==> src/rtl/mult_pkg.sv <==
// Shared types and sizing for the shift-add multiplier sequencer.
package mult_pkg;

    localparam int MULT_WIDTH = 32;
    localparam int MULT_CNT_W = $clog2(MULT_WIDTH);

    typedef enum logic [1:0] {
        IDLE = 2'd0,
        RUN  = 2'd1,
        DONE = 2'd2
    } mult_state_t;

endpackage

==> src/rtl/mult_shift_add_step.sv <==
// One shift-add iteration: conditionally add the multiplicand into the upper
// accumulator half, then shift {carry, accumulator} right by one.
module mult_shift_add_step #(
    parameter int WIDTH = 32
) (
    input  logic [2*WIDTH-1:0] i_acc,
    input  logic [WIDTH-1:0]   i_mcand,
    input  logic               i_mplier_lsb,
    output logic [2*WIDTH-1:0] o_acc_next
);

    logic [WIDTH-1:0]   w_addend;
    logic [WIDTH:0]     w_sum;
    logic [2*WIDTH:0]   w_wide;

    always_comb begin
        w_addend   = i_mplier_lsb ? i_mcand : '0;
        w_sum      = {1'b0, i_acc[2*WIDTH-1:WIDTH]} + {1'b0, w_addend};
        w_wide     = {w_sum, i_acc[WIDTH-1:0]};
        o_acc_next = w_wide[2*WIDTH:1];
    end

endmodule

==> src/rtl/mult_sequencer.sv <==
// Multi-cycle sign-magnitude shift-add multiplier: WIDTH iterations in RUN,
// HI/LO written on the RUN->DONE edge, ProdVE pulsed while in DONE.
module mult_sequencer
    import mult_pkg::*;
#(
    parameter int WIDTH = MULT_WIDTH
) (
    input  logic             clk,
    input  logic             reset_n,
    input  logic             MultStartE,
    input  logic             SignedE,
    input  logic [WIDTH-1:0] SrcAE,
    input  logic [WIDTH-1:0] SrcBE,
    output logic             ProdVE,
    output logic             Busy,
    output logic [WIDTH-1:0] HI,
    output logic [WIDTH-1:0] LO
);

    localparam int                  CNT_W    = $clog2(WIDTH);
    localparam logic [CNT_W-1:0]    LAST_CNT = CNT_W'(WIDTH - 1);
    localparam logic [CNT_W-1:0]    CNT_ONE  = CNT_W'(1);
    localparam logic [WIDTH-1:0]    ONE_W    = WIDTH'(1);
    localparam logic [2*WIDTH-1:0]  ONE_2W   = (2*WIDTH)'(1);

    mult_state_t         r_state;
    mult_state_t         w_state_next;
    logic [CNT_W-1:0]    r_cnt;
    logic [2*WIDTH-1:0]  r_acc;
    logic [WIDTH-1:0]    r_mcand;
    logic [WIDTH-1:0]    r_mplier;
    logic                r_neg;
    logic [WIDTH-1:0]    r_hi;
    logic [WIDTH-1:0]    r_lo;

    logic [WIDTH-1:0]    w_mag_a;
    logic [WIDTH-1:0]    w_mag_b;
    logic [2*WIDTH-1:0]  w_acc_next;
    logic [2*WIDTH-1:0]  w_result;
    logic                w_last_iter;

    // 0x80.. negates to itself, which is exactly 2^(WIDTH-1) read as unsigned.
    always_comb begin
        w_mag_a     = (SignedE && SrcAE[WIDTH-1]) ? (~SrcAE + ONE_W) : SrcAE;
        w_mag_b     = (SignedE && SrcBE[WIDTH-1]) ? (~SrcBE + ONE_W) : SrcBE;
        w_last_iter = (r_cnt == LAST_CNT);
        w_result    = r_neg ? (~w_acc_next + ONE_2W) : w_acc_next;
    end

    mult_shift_add_step #(
        .WIDTH (WIDTH)
    ) u_step (
        .i_acc        (r_acc),
        .i_mcand      (r_mcand),
        .i_mplier_lsb (r_mplier[0]),
        .o_acc_next   (w_acc_next)
    );

    always_ff @(posedge clk) begin
        if (!reset_n) begin
            r_state <= IDLE;
        end else begin
            r_state <= w_state_next;
        end
    end

    always_comb begin
        w_state_next = r_state;
        case (r_state)
            IDLE:    if (MultStartE)  w_state_next = RUN;
            RUN:     if (w_last_iter) w_state_next = DONE;
            DONE:    w_state_next = IDLE;
            default: w_state_next = IDLE;
        endcase
    end

    always_comb begin
        Busy   = (r_state != IDLE);
        ProdVE = (r_state == DONE);
    end

    // Datapath: the final iteration's result goes straight into HI/LO so the
    // product is already stable when ProdVE rises a cycle later.
    always_ff @(posedge clk) begin
        if (!reset_n) begin
            r_cnt    <= '0;
            r_acc    <= '0;
            r_mcand  <= '0;
            r_mplier <= '0;
            r_neg    <= 1'b0;
            r_hi     <= '0;
            r_lo     <= '0;
        end else begin
            case (r_state)
                IDLE: begin
                    if (MultStartE) begin
                        r_mcand  <= w_mag_a;
                        r_mplier <= w_mag_b;
                        r_neg    <= SignedE & (SrcAE[WIDTH-1] ^ SrcBE[WIDTH-1]);
                        r_acc    <= '0;
                        r_cnt    <= '0;
                    end
                end
                RUN: begin
                    r_acc    <= w_acc_next;
                    r_mplier <= r_mplier >> 1;
                    r_cnt    <= r_cnt + CNT_ONE;
                    if (w_last_iter) begin
                        r_hi <= w_result[2*WIDTH-1:WIDTH];
                        r_lo <= w_result[WIDTH-1:0];
                    end
                end
                default: ;
            endcase
        end
    end

    assign HI = r_hi;
    assign LO = r_lo;

endmodule

==> config.mk <==
export PLATFORM = sky130hd
export DESIGN_NAME = mult_sequencer
export DESIGN_NICKNAME = d
export VERILOG_FILES = /design/src/rtl/mult_pkg.sv /design/src/rtl/mult_shift_add_step.sv /design/src/rtl/mult_sequencer.sv
export SDC_FILE = /design/constraint.sdc
export NUM_CORES = 1
export LEC_CHECK = 0
export ABC_AREA = 1
export BUFFER_PORTS_ARGS = -buffer_cell sky130_fd_sc_hd__buf_2
export CELL_PAD_IN_SITES_DETAIL_PLACEMENT = 0
export CELL_PAD_IN_SITES_GLOBAL_PLACEMENT = 2
export CORE_UTILIZATION = 33
export CTS_BUF_LIST = sky130_fd_sc_hd__clkbuf_8
export DETAILED_ROUTE_END_ITERATION = 8
export PLACE_DENSITY = 0.94
export SLEW_MARGIN = 20
export SYNTH_ARGS = -nofsm -noshare
export SYNTH_HDL_FRONTEND = slang
export SYNTH_SLANG_ARGS = --single-unit
==> constraint.sdc <==
create_clock -name clk -period 3.25 [get_ports clk]
set_clock_uncertainty 0.1 [all_clocks]
set_input_delay 0.325 -clock clk [delete_from_list [all_inputs] [get_ports clk]]
set_output_delay 0.325 -clock clk [all_outputs]
set_load 0.02 [all_outputs]
==> After elaboration in Yosys (flattened, before gate mapping) <==
Cells that the tools add are included.
{ "word_totals": {"ff_bits": 200, "inputBits": 68, "out_inout_bits": 66} }
{ "op_classes": {"addsub": 5, "eq_ne": 5, "mux": 13, "bitwise_logic": 5, "reduce_logical": 9} }
{ "ops": {"columns": ["cell", "n"], "rows": [
  ["$mux W32", 4],
  ["$mux W64", 2],
  ["$pmux W64 S2", 1],
  ["$add A32 B1 Y32 const B", 2],
  ["$add A64 B1 Y64 const B", 1],
  ["$not A32 Y32", 2],
  ["$not A64 Y64", 1],
  ["$pmux W32 S2", 1],
  ["$add A32 B32 Y33", 1],
  ["$pmux W5 S2", 1],
  ["$reduce_and A2 Y1", 4],
  ["$add A5 B1 Y5 const B", 1],
  ["$eq A5 B5 Y1 const B", 1],
  ["$mux W5", 1],
  ["$mux W2", 2],
  ["$ne A2 B2 Y1 const B", 2],
  ["$pmux W2 S2", 1],
  ["$reduce_bool A2 Y1", 2],
  ["$eq A2 B1 Y1 const B", 1],
  ["$eq A2 B2 Y1 const B", 1],
  ["$logic_and A1 B1 Y1", 2],
  ["$logic_not A2 Y1", 1],
  ["$and A1 B1 Y1", 1],
  ["$xor A1 B1 Y1", 1]
]} }

==> Longest topological paths before layout <==
Gate-level depths: netlist of run 1.
{ "depth": {"ltp_word": 5, "mapped_depth": 25} }

==> Cells and area by module <==
Synthesis of run 1 repeated with hierarchy kept, for this count alone.
{ "hier_totals": {"hier_cells": 2407, "hier_area_um2": 14249.9} }
{ "by_module_without_submodules": {"columns": ["module", "instances", "cells_each", "area_per_inst_um2"], "rows": [
  ["mult_sequencer", 1, 1804, 11379.7],
  ["mult_shift_add_step", 1, 603, 2870.3]
]} }

==> Worst setup path before layout of run 1 <==
OpenSTA, ideal clock, no wires.
{ "synth_timing": {"path_type": "flip-flop to flip-flop", "from": "register r_mplier[0]", "to": "register r_hi[28], in the netlist HI[28]", "setup_time_ns": 0.109, "t_arrival_ns": 2.743, "t_required_ns": 3.041, "slack_ns": 0.298, "stages_incl_launch_ff": 21, "path_buffers": 2, "cell_sequence": "dfxtp_1 clkbuf_1 clkbuf_1 nand2_1 inv_1 ha_1 fa_1 xor2_1 or2_1 nor3_1 nand3_1 nor2_1 nand2_1 nand2_1 nand2_2 nor2_2 nand2_1 nand2_1 nand3_1 nand2_1 inv_1"} }
{ "synth_between": {"elab_chain_cells": 5} }
{ "synth_lines": {"columns": ["item", "line_no", "text"], "rows": [
  ["start, declared", "mult_sequencer.sv:31", "logic [WIDTH-1:0] r_mplier;"],
  ["start signal, assigned", "mult_sequencer.sv:98", "r_mplier <= w_mag_b;"],
  ["start signal, assigned", "mult_sequencer.sv:106", "r_mplier <= r_mplier >> 1;"],
  ["$mux W32 *", "mult_shift_add_step.sv:17", "w_addend = i_mplier_lsb ? i_mcand : '0;"],
  ["$add A32 B32 Y33 *", "mult_shift_add_step.sv:18", "w_sum = {1'b0, i_acc[2*WIDTH-1:WIDTH]} + {1'b0, w_addend};"],
  ["$not A64 Y64", "mult_sequencer.sv:47", "w_result = r_neg ? (~w_acc_next + ONE_2W) : w_acc_next;"],
  ["$add A64 B1 Y64", "mult_sequencer.sv:47", null],
  ["$mux W64 *", "mult_sequencer.sv:47", null],
  ["end signal, assigned", "mult_sequencer.sv:109", "r_hi <= w_result[2*WIDTH-1:WIDTH];"],
  ["end, declared", "mult_sequencer.sv:33", "logic [WIDTH-1:0] r_hi;"]
]} }
Every way passes the cells marked *; elsewhere a longest branch is shown, timed or not.
A chain may end at the register's enable or synchronous reset.

==> Final worst setup path of run 1 <==
{ "layout_timing": {"from": "register r_mplier[0]", "to": "register r_hi[13], in the netlist HI[13]"} }
Same word-level chain as after synthesis.

==> results.sh, run 1 <==
export IMPL_status="finished, final reports clean"
export IMPL_ir_drop_v=0.000247
export IMPL_firstDrtPassIters=5
export IMPL_arrival_ns=3.41
export IMPL_layout_drive_gt1_share_pct=14.0
export IMPL_synthFlopType="dfxtp_1"
export IMPL_syn_cell_area_um2=13300
export IMPL_hold_start="SrcBE[0]"
export IMPL_finalWeightedCongestion=0.922
export IMPL_clockRootBuffer="clkbuf_8"
export IMPL_clock_path_buffers=2
export IMPL_grt_usage_pct=20.8
export IMPL_tritoncts="done"
export IMPL_wl_met2_um=19200
export IMPL_cp_max_fo=27
export IMPL_drc_errors=0
export IMPL_final_antenna_net_count=0
export IMPL_cp_required_ns=3.61
export IMPL_wirelength_met1_um=20500
export IMPL_timing_rr_end="HI[13]"
export IMPL_cpMostUsedCell="nand2_1"
export IMPL_power_total_uw=5030
export IMPL_hold_viol=0
export IMPL_final_period_minus_worst_setup_slack_ns=3.05
export IMPL_endpoint_kind="flip-flop"
export IMPL_grt_overflow_total=0
export IMPL_dp_cells=2774
export IMPL_clock_latency_ns=0.52
export IMPL_vias=13800
export IMPL_port_buffers=133
export IMPL_path_clk_slew_ns=0.11
export IMPL_grt_antenna_before_repair=0
export IMPL_setup_violations=0
export IMPL_cts_buffers=17
export IMPL_nets=2377
export IMPL_r2r_slack_ns=0.20
export IMPL_p_sw_share_pct=32.2
export IMPL_start_util_pct=33.5
export IMPL_diodes=0
export IMPL_num_fill_cells=4328
export IMPL_worstReg2RegStart="r_mplier[0]"
export IMPL_holdPathStages=3
export IMPL_start_kind="flip-flop"
export IMPL_io_pins=134
export IMPL_die_y_um=203
export IMPL_hp_class="primary input to flip-flop"
export IMPL_p_per_area_nw_per_um2=332
export IMPL_worstSetupPathType="flip-flop to flip-flop"
export IMPL_fin_hold_ws_ns=0.0423
export IMPL_cts_max_level=4
export IMPL_wl_met3_um=1990
export IMPL_stdcell_count=2808
export IMPL_wl_um=42500
export IMPL_cp_top_family="simple AND/OR/NAND/NOR gates"
export IMPL_syn_avg_cell_area_um2=6.12
export IMPL_wl_per_cell_um=15.1
export IMPL_fin_crit_sh_pct=93.8
export IMPL_top_layer="met4"
export IMPL_ys_seq_elements=199
export IMPL_grt_pass1_vias=12900
export IMPL_finalMaxSlewViolations=0
export IMPL_pwr_share_comb_pct=17.0
export IMPL_grt_pass1_wl_um=68300
export IMPL_fmax_ghz=0.328
export IMPL_die_w_um=203
export IMPL_yosysWarnings=0
export IMPL_p_int_uw=3410
export IMPL_min_to="r_mplier[0]"
export IMPL_synth_edf_count=0
export IMPL_ys_seq_area_share_pct=29.9
export IMPL_cellLeakagePower_uw=0.00765
export IMPL_worst_path_buf_inv=3
export IMPL_die_area_um2=41100
export IMPL_async_flop_share_pct=0
export IMPL_cp_slowest_cell="ha_2"
export IMPL_synth_cells=2175
export IMPL_rows=73
export IMPL_max_cap_viol_count=0
export IMPL_cp_cell_sequence="buf_12 -> nand2_1 -> inv_1 -> ha_2 -> nand2_2 -> nor2_4 -> nand3_2 -> nand2_2 -> nand2_1 -> nand3_1 -> nand2_1 -> nor2_1 -> nand4_1 -> nand2_1 -> a21oi_1 -> o21ai_0 -> o211ai_1 -> inv_1"
export IMPL_seqPwrFrac_pct=50.9
export IMPL_numClockSinks=199
export IMPL_syn2layout_area_growth_pct=14.0
export IMPL_core_area_um2=39700
export IMPL_synth_cell_type_count=45
export IMPL_clkPwrFrac_pct=32.1
export IMPL_place_area_um2=14600
export IMPL_synth_fp_nets=2281
export IMPL_viasPerCell=4.91
export IMPL_dpl_hpwl_um=32900
export IMPL_tightest_slew_ns=0.947
export IMPL_switchingPower_uw=1620
export IMPL_design_area_um2=15200
export IMPL_grt_max_degree=119
export IMPL_r2r_cells=18
export IMPL_slew_headroom_pct=36.5
export IMPL_slowest_delay_ns=0.39
export IMPL_dr_first_iter_drc_count=926
## final cells by class
type,count,area (µm²),area share (%)
timing repair buffer,165,946,6.24
sequential,199,3990,26.3
inverter,289,1080,7.15
clock buffer,17,234,1.54
clock inverter,14,140,0.924
tap,525,657,4.33
multi-input combinational,1599,8120,53.5
## stage by stage
stage | TNS, ns | utilization, % | setup slack, ns
final | 0 | 38.2 | 0.201
after global routing | -0.0226 | 38.2 | -0.0164
after CTS | 0 | 37.6 | 0.0287
after detailed placement | 0 | 36.7 | 0.0532
after global placement | 0 | 36.7 | 0.0192
after floorplan | 0 | - | 0.298
## synthesized netlist by cell type (5+ instances only)
master,instances,area [µm²]
buf_1,8,30.0
nor4_1,7,43.8
xor2_1,49,429
nor2_1,172,646
o21ai_0,113,566
o21bai_1,14,105
nand3_1,109,546
nand2_2,20,125
nand2_1,691,2590
a21oi_2,5,43.8
clkbuf_1,76,285
a31oi_1,35,219
a22oi_1,6,45.0
o21a_1,7,52.6
ha_1,37,463
a21oi_1,183,916
nand3_2,9,90.1
nor2_2,16,100
dfxtp_1,199,3980
o221ai_1,15,131
inv_2,7,26.3
nand3b_1,11,82.6
o211ai_1,7,52.6
nor3_1,25,125
xnor2_1,12,105
nand4_1,23,144
inv_1,279,1050
## per-layer routing
layer / up-vias / GRT usage (%)
met1: 6283 / 28.1
li1: 7159 / -
met2: 302 / 34.0
met4: 0 / 5.67
met3: 41 / 3.27
met5: - / 0
## cell usage in the layout (no fill, tap or decap), drive strengths merged, types with 2 or more instances in the layout
cell type	instances
nand3b	11
a21o	2
nand4	23
o31ai	3
ha	37
o221ai	15
nand2	711
nor2	191
xnor2	12
buf	164
clkbuf	17
o211ai	7
clkinv	6
a21oi	188
nor3	31
o21ai	118
nand3	118
dfxtp	199
inv	296
xor2	49
o21bai	14
a22oi	6
a31oi	35
or2	8
nor4	7
o21a	7
## power by group through the flow
stage | clock network (µW) | logic, µW | registers (µW)
6_report | 1620 | 854 | 2560
5_1_grt | 1760 | 961 | 2570
4_1_cts | 1660 | 843 | 2560
3_5_place_dp | 0 | 839 | 2610
3_3_place_gp | 0 | 837 | 2620
2_1_floorplan | 0 | 568 | 2600
## worst reg2reg max path, delay by kind of cell, from the launching register on
family                     cells  cell delay [ns]
AOI/OAI and AO/OA              3             0.44
adders and majority gates      1             0.39
buffers and inverters          3             0.28
DFF                            1             0.37
and+or+nand+nor               11             1.44
## registers in the layout, summed over array words and instances, names as in the netlist
signal	flops
r_mplier	32
r_state	2
HI	32
r_neg	1
r_cnt	5
LO	32
r_acc	63
r_mcand	32
## kinds of logic after synthesis
group / Yosys count / synth area share (%)
flip-flops: 199 / 29.9
adder cells (fa/ha/maj): 38 / 3.63
buffers and inverters: 377 / 10.7
AO/OA/AOI/OAI: 398 / 16.7
AND/OR/NAND/NOR: 1102 / 35.1
XOR/XNOR: 61 / 4.01
## repair_timing
action / in CTS / in global routing
buffers inserted: 0 / 2
hold buffers: 1 / 0
resized for setup: 0 / 61
hold endpoints to repair: 1 / 0
endpoints found under the setup margin: 0 / 20
## worst max-delay path by stage
stage	startpoint	to	cells past startpoint
global placement	r_mplier[0]	HI[18]	18
finish	r_mplier[0]	HI[13]	18
CTS	r_mplier[0]	HI[18]	18
floorplan	r_mplier[0]	HI[28]	20
global route	r_mplier[0]	HI[15]	20
detailed placement	r_mplier[0]	HI[18]	18
Power figures use the tool's default switching activity.
==> run 2, diff against run 1 <==
--- a/config.mk
+++ b/config.mk
@@ -12,6 +12,7 @@
 export CORE_UTILIZATION = 33
 export CTS_BUF_LIST = sky130_fd_sc_hd__clkbuf_8
 export DETAILED_ROUTE_END_ITERATION = 8
+export HOLD_SLACK_MARGIN = 0.15
 export PLACE_DENSITY = 0.94
 export SLEW_MARGIN = 20
 export SYNTH_ARGS = -nofsm -noshare
==> run 2 against run 1 <==
Sequential share of layout area shrank 1.1 points. Final area grew 4.5%. Count of clock-buffer cells in the layout is the same. Final cell count grew 2.4%. Total power grew 1.2%. Via count grew 2.2%. Maximum frequency shrank 0.45%. Clock power is essentially flat. Flip-flop and latch count is the same. Utilization grew 1.7 points. Register-to-register slack is essentially flat. Largest cell class unchanged.
==> results.sh, run 2 (synthesized netlist as in run 1, its figures left out) <==
export IMPL_status="finished, final reports clean"
export IMPL_layout_drive_gt1_share_pct=13.8
export IMPL_syn2layout_area_growth_pct=19.1
export IMPL_top_register="r_acc"
export IMPL_vias=14100
export IMPL_die_w_um=203
export IMPL_grt_pass1_vias=13200
export IMPL_rsz0062_at_grt="true"
export IMPL_power_total_uw=5090
export IMPL_port_buffers=133
export IMPL_cp_max_fo=27
export IMPL_die_area_um2=41100
export IMPL_start_util_pct=33.5
export IMPL_grt_overflow_total=0
export IMPL_slew_headroom_pct=37.2
export IMPL_arrival_ns=3.42
export IMPL_io_pins=134
export IMPL_hp_class="primary input to flip-flop"
export IMPL_start_kind="flip-flop"
export IMPL_grt_usage_pct=21.0
export IMPL_cellLeakagePower_uw=0.00793
export IMPL_nets=2444
export IMPL_finalSetupTns_ns=0
export IMPL_grt_max_degree=119
export IMPL_rows=73
export IMPL_clock_latency_ns=0.52
export IMPL_layout_common_cells="nand2_1 (676), inv_1 (280), dfxtp_1 (198)"
export IMPL_wl_um=43100
export IMPL_finalMaxSlewViolations=0
export IMPL_final_common_cell="nand2_1"
export IMPL_pwr_share_comb_pct=18.0
export IMPL_final_period_minus_worst_setup_slack_ns=3.06
export IMPL_dpl_hpwl_um=32900
export IMPL_drc_errors=0
export IMPL_dr_first_iter_drc_count=860
export IMPL_clockRootBuffer="clkbuf_8"
export IMPL_fin_hold_ws_ns=0.181
export IMPL_firstDrtPassIters=5
export IMPL_grt_pass1_wl_um=69200
export IMPL_cts_max_level=4
export IMPL_diodes=0
export IMPL_cp_required_ns=3.61
export IMPL_core_area_um2=39700
export IMPL_wl_per_cell_um=15.0
export IMPL_p_sw_share_pct=32.0
export IMPL_fmax_ghz=0.327
export IMPL_post_place_ws_ns=0.0532
export IMPL_p_int_uw=3460
export IMPL_hold_viol=0
export IMPL_largest_reg_flops=63
export IMPL_setup_slack_ns=0.188
export IMPL_tightest_slew_ns=0.942
export IMPL_place_area_um2=14600
export IMPL_tritoncts="done"
export IMPL_cts_buffers=17
export IMPL_ir_drop_v=0.000248
export IMPL_design_area_um2=15800
export IMPL_worstSetupPathType="flip-flop to flip-flop"
export IMPL_fin_crit_sh_pct=94.2
export IMPL_endpoint_kind="flip-flop"
export IMPL_max_cap_viol_count=0
export IMPL_viasPerCell=4.90
export IMPL_seqPwrFrac_pct=50.3
export IMPL_die_y_um=203
export IMPL_numClockSinks=199
export IMPL_p_per_area_nw_per_um2=321
export IMPL_finalWeightedCongestion=0.922
export IMPL_clkPwrFrac_pct=31.7
export IMPL_setup_violations=0
export IMPL_grt_antenna_before_repair=0
export IMPL_path_clk_slew_ns=0.11
export IMPL_clock_path_buffers=2
export IMPL_switchingPower_uw=1630
export IMPL_final_antenna_net_count=0
## run 2: changes by cell type in the layout (fill, tap and decap cells not counted), moves of 2 or more
cell           before  now
dlygate4sd3_1       1   65
buf_4              28   31
nand3_1           106  104
nand3_2            12   14
nor2_1            161  159
nor2_2             20   22
## run 2: layout make-up
class,instances,area [µm²]
Timing Repair Buffer,232,1610
Multi-Input combinational cell,1599,8140
Clock buffer,17,234
Inverter,289,1080
Clock inverter,14,140
Tap cell,525,657
Fill cell,4259,23900
Sequential cell,199,3990
## run 2: repair_timing
action	in CTS	in global routing
hold buffers	66	0
resized for setup	0	65
setup buffers	0	5
endpoints found under the hold margin	63	0
endpoints found under the setup margin	0	21
## run 2: critical path: stages, from the launching register on
cell      delay, ns
dfxtp_4        0.37
buf_12         0.15
nand2_1        0.06
inv_1          0.04
ha_2           0.39
nand2_2        0.12
nor2_4         0.19
nand3_2        0.12
nand2_2        0.15
nand2_1        0.08
nand3_1        0.10
nand2_1        0.08
nor2_1         0.23
nand4_1        0.20
nand2_1        0.12
a21oi_1        0.07
o21ai_0        0.21
o211ai_1       0.16
inv_1          0.09
## run 2: worst paths after layout
path	start	end	slack, ns	cells after the start
setup / recovery	r_mplier[0]	HI[13]	0.19	18
hold / removal	SrcBE[14]	r_mplier[14]	0.18	5
setup reg to reg	r_mplier[0]	HI[13]	0.19	18
hold reg to reg	r_mplier[31]	r_mplier[31]	0.37	2
## run 2: power by group through the flow
stage / Combinational (µW) / Clock, µW / Sequential [µW]
floorplan: 568 / 0 / 2600
global placement: 837 / 0 / 2620
detailed placement: 839 / 0 / 2610
CTS: 902 / 1660 / 2560
global route: 1020 / 1760 / 2570
finish: 915 / 1610 / 2560
## run 2: stage by stage
stage | std cells | utilization [%]
3_3_place_gp | 2774 | 36.7
4_1_cts | 2871 | 39.3
5_1_grt | 2875 | 39.9
2_1_floorplan | 2175 | -
6_report | 2875 | 39.9
3_5_place_dp | 2774 | 36.7
## run 2: layer usage
layer / track usage, % / share of wire (%)
met4: 5.88 / 1.8
met3: 3.23 / 4.3
met1: 28.2 / 48
met5: 0 / 0
met2: 34.7 / 46
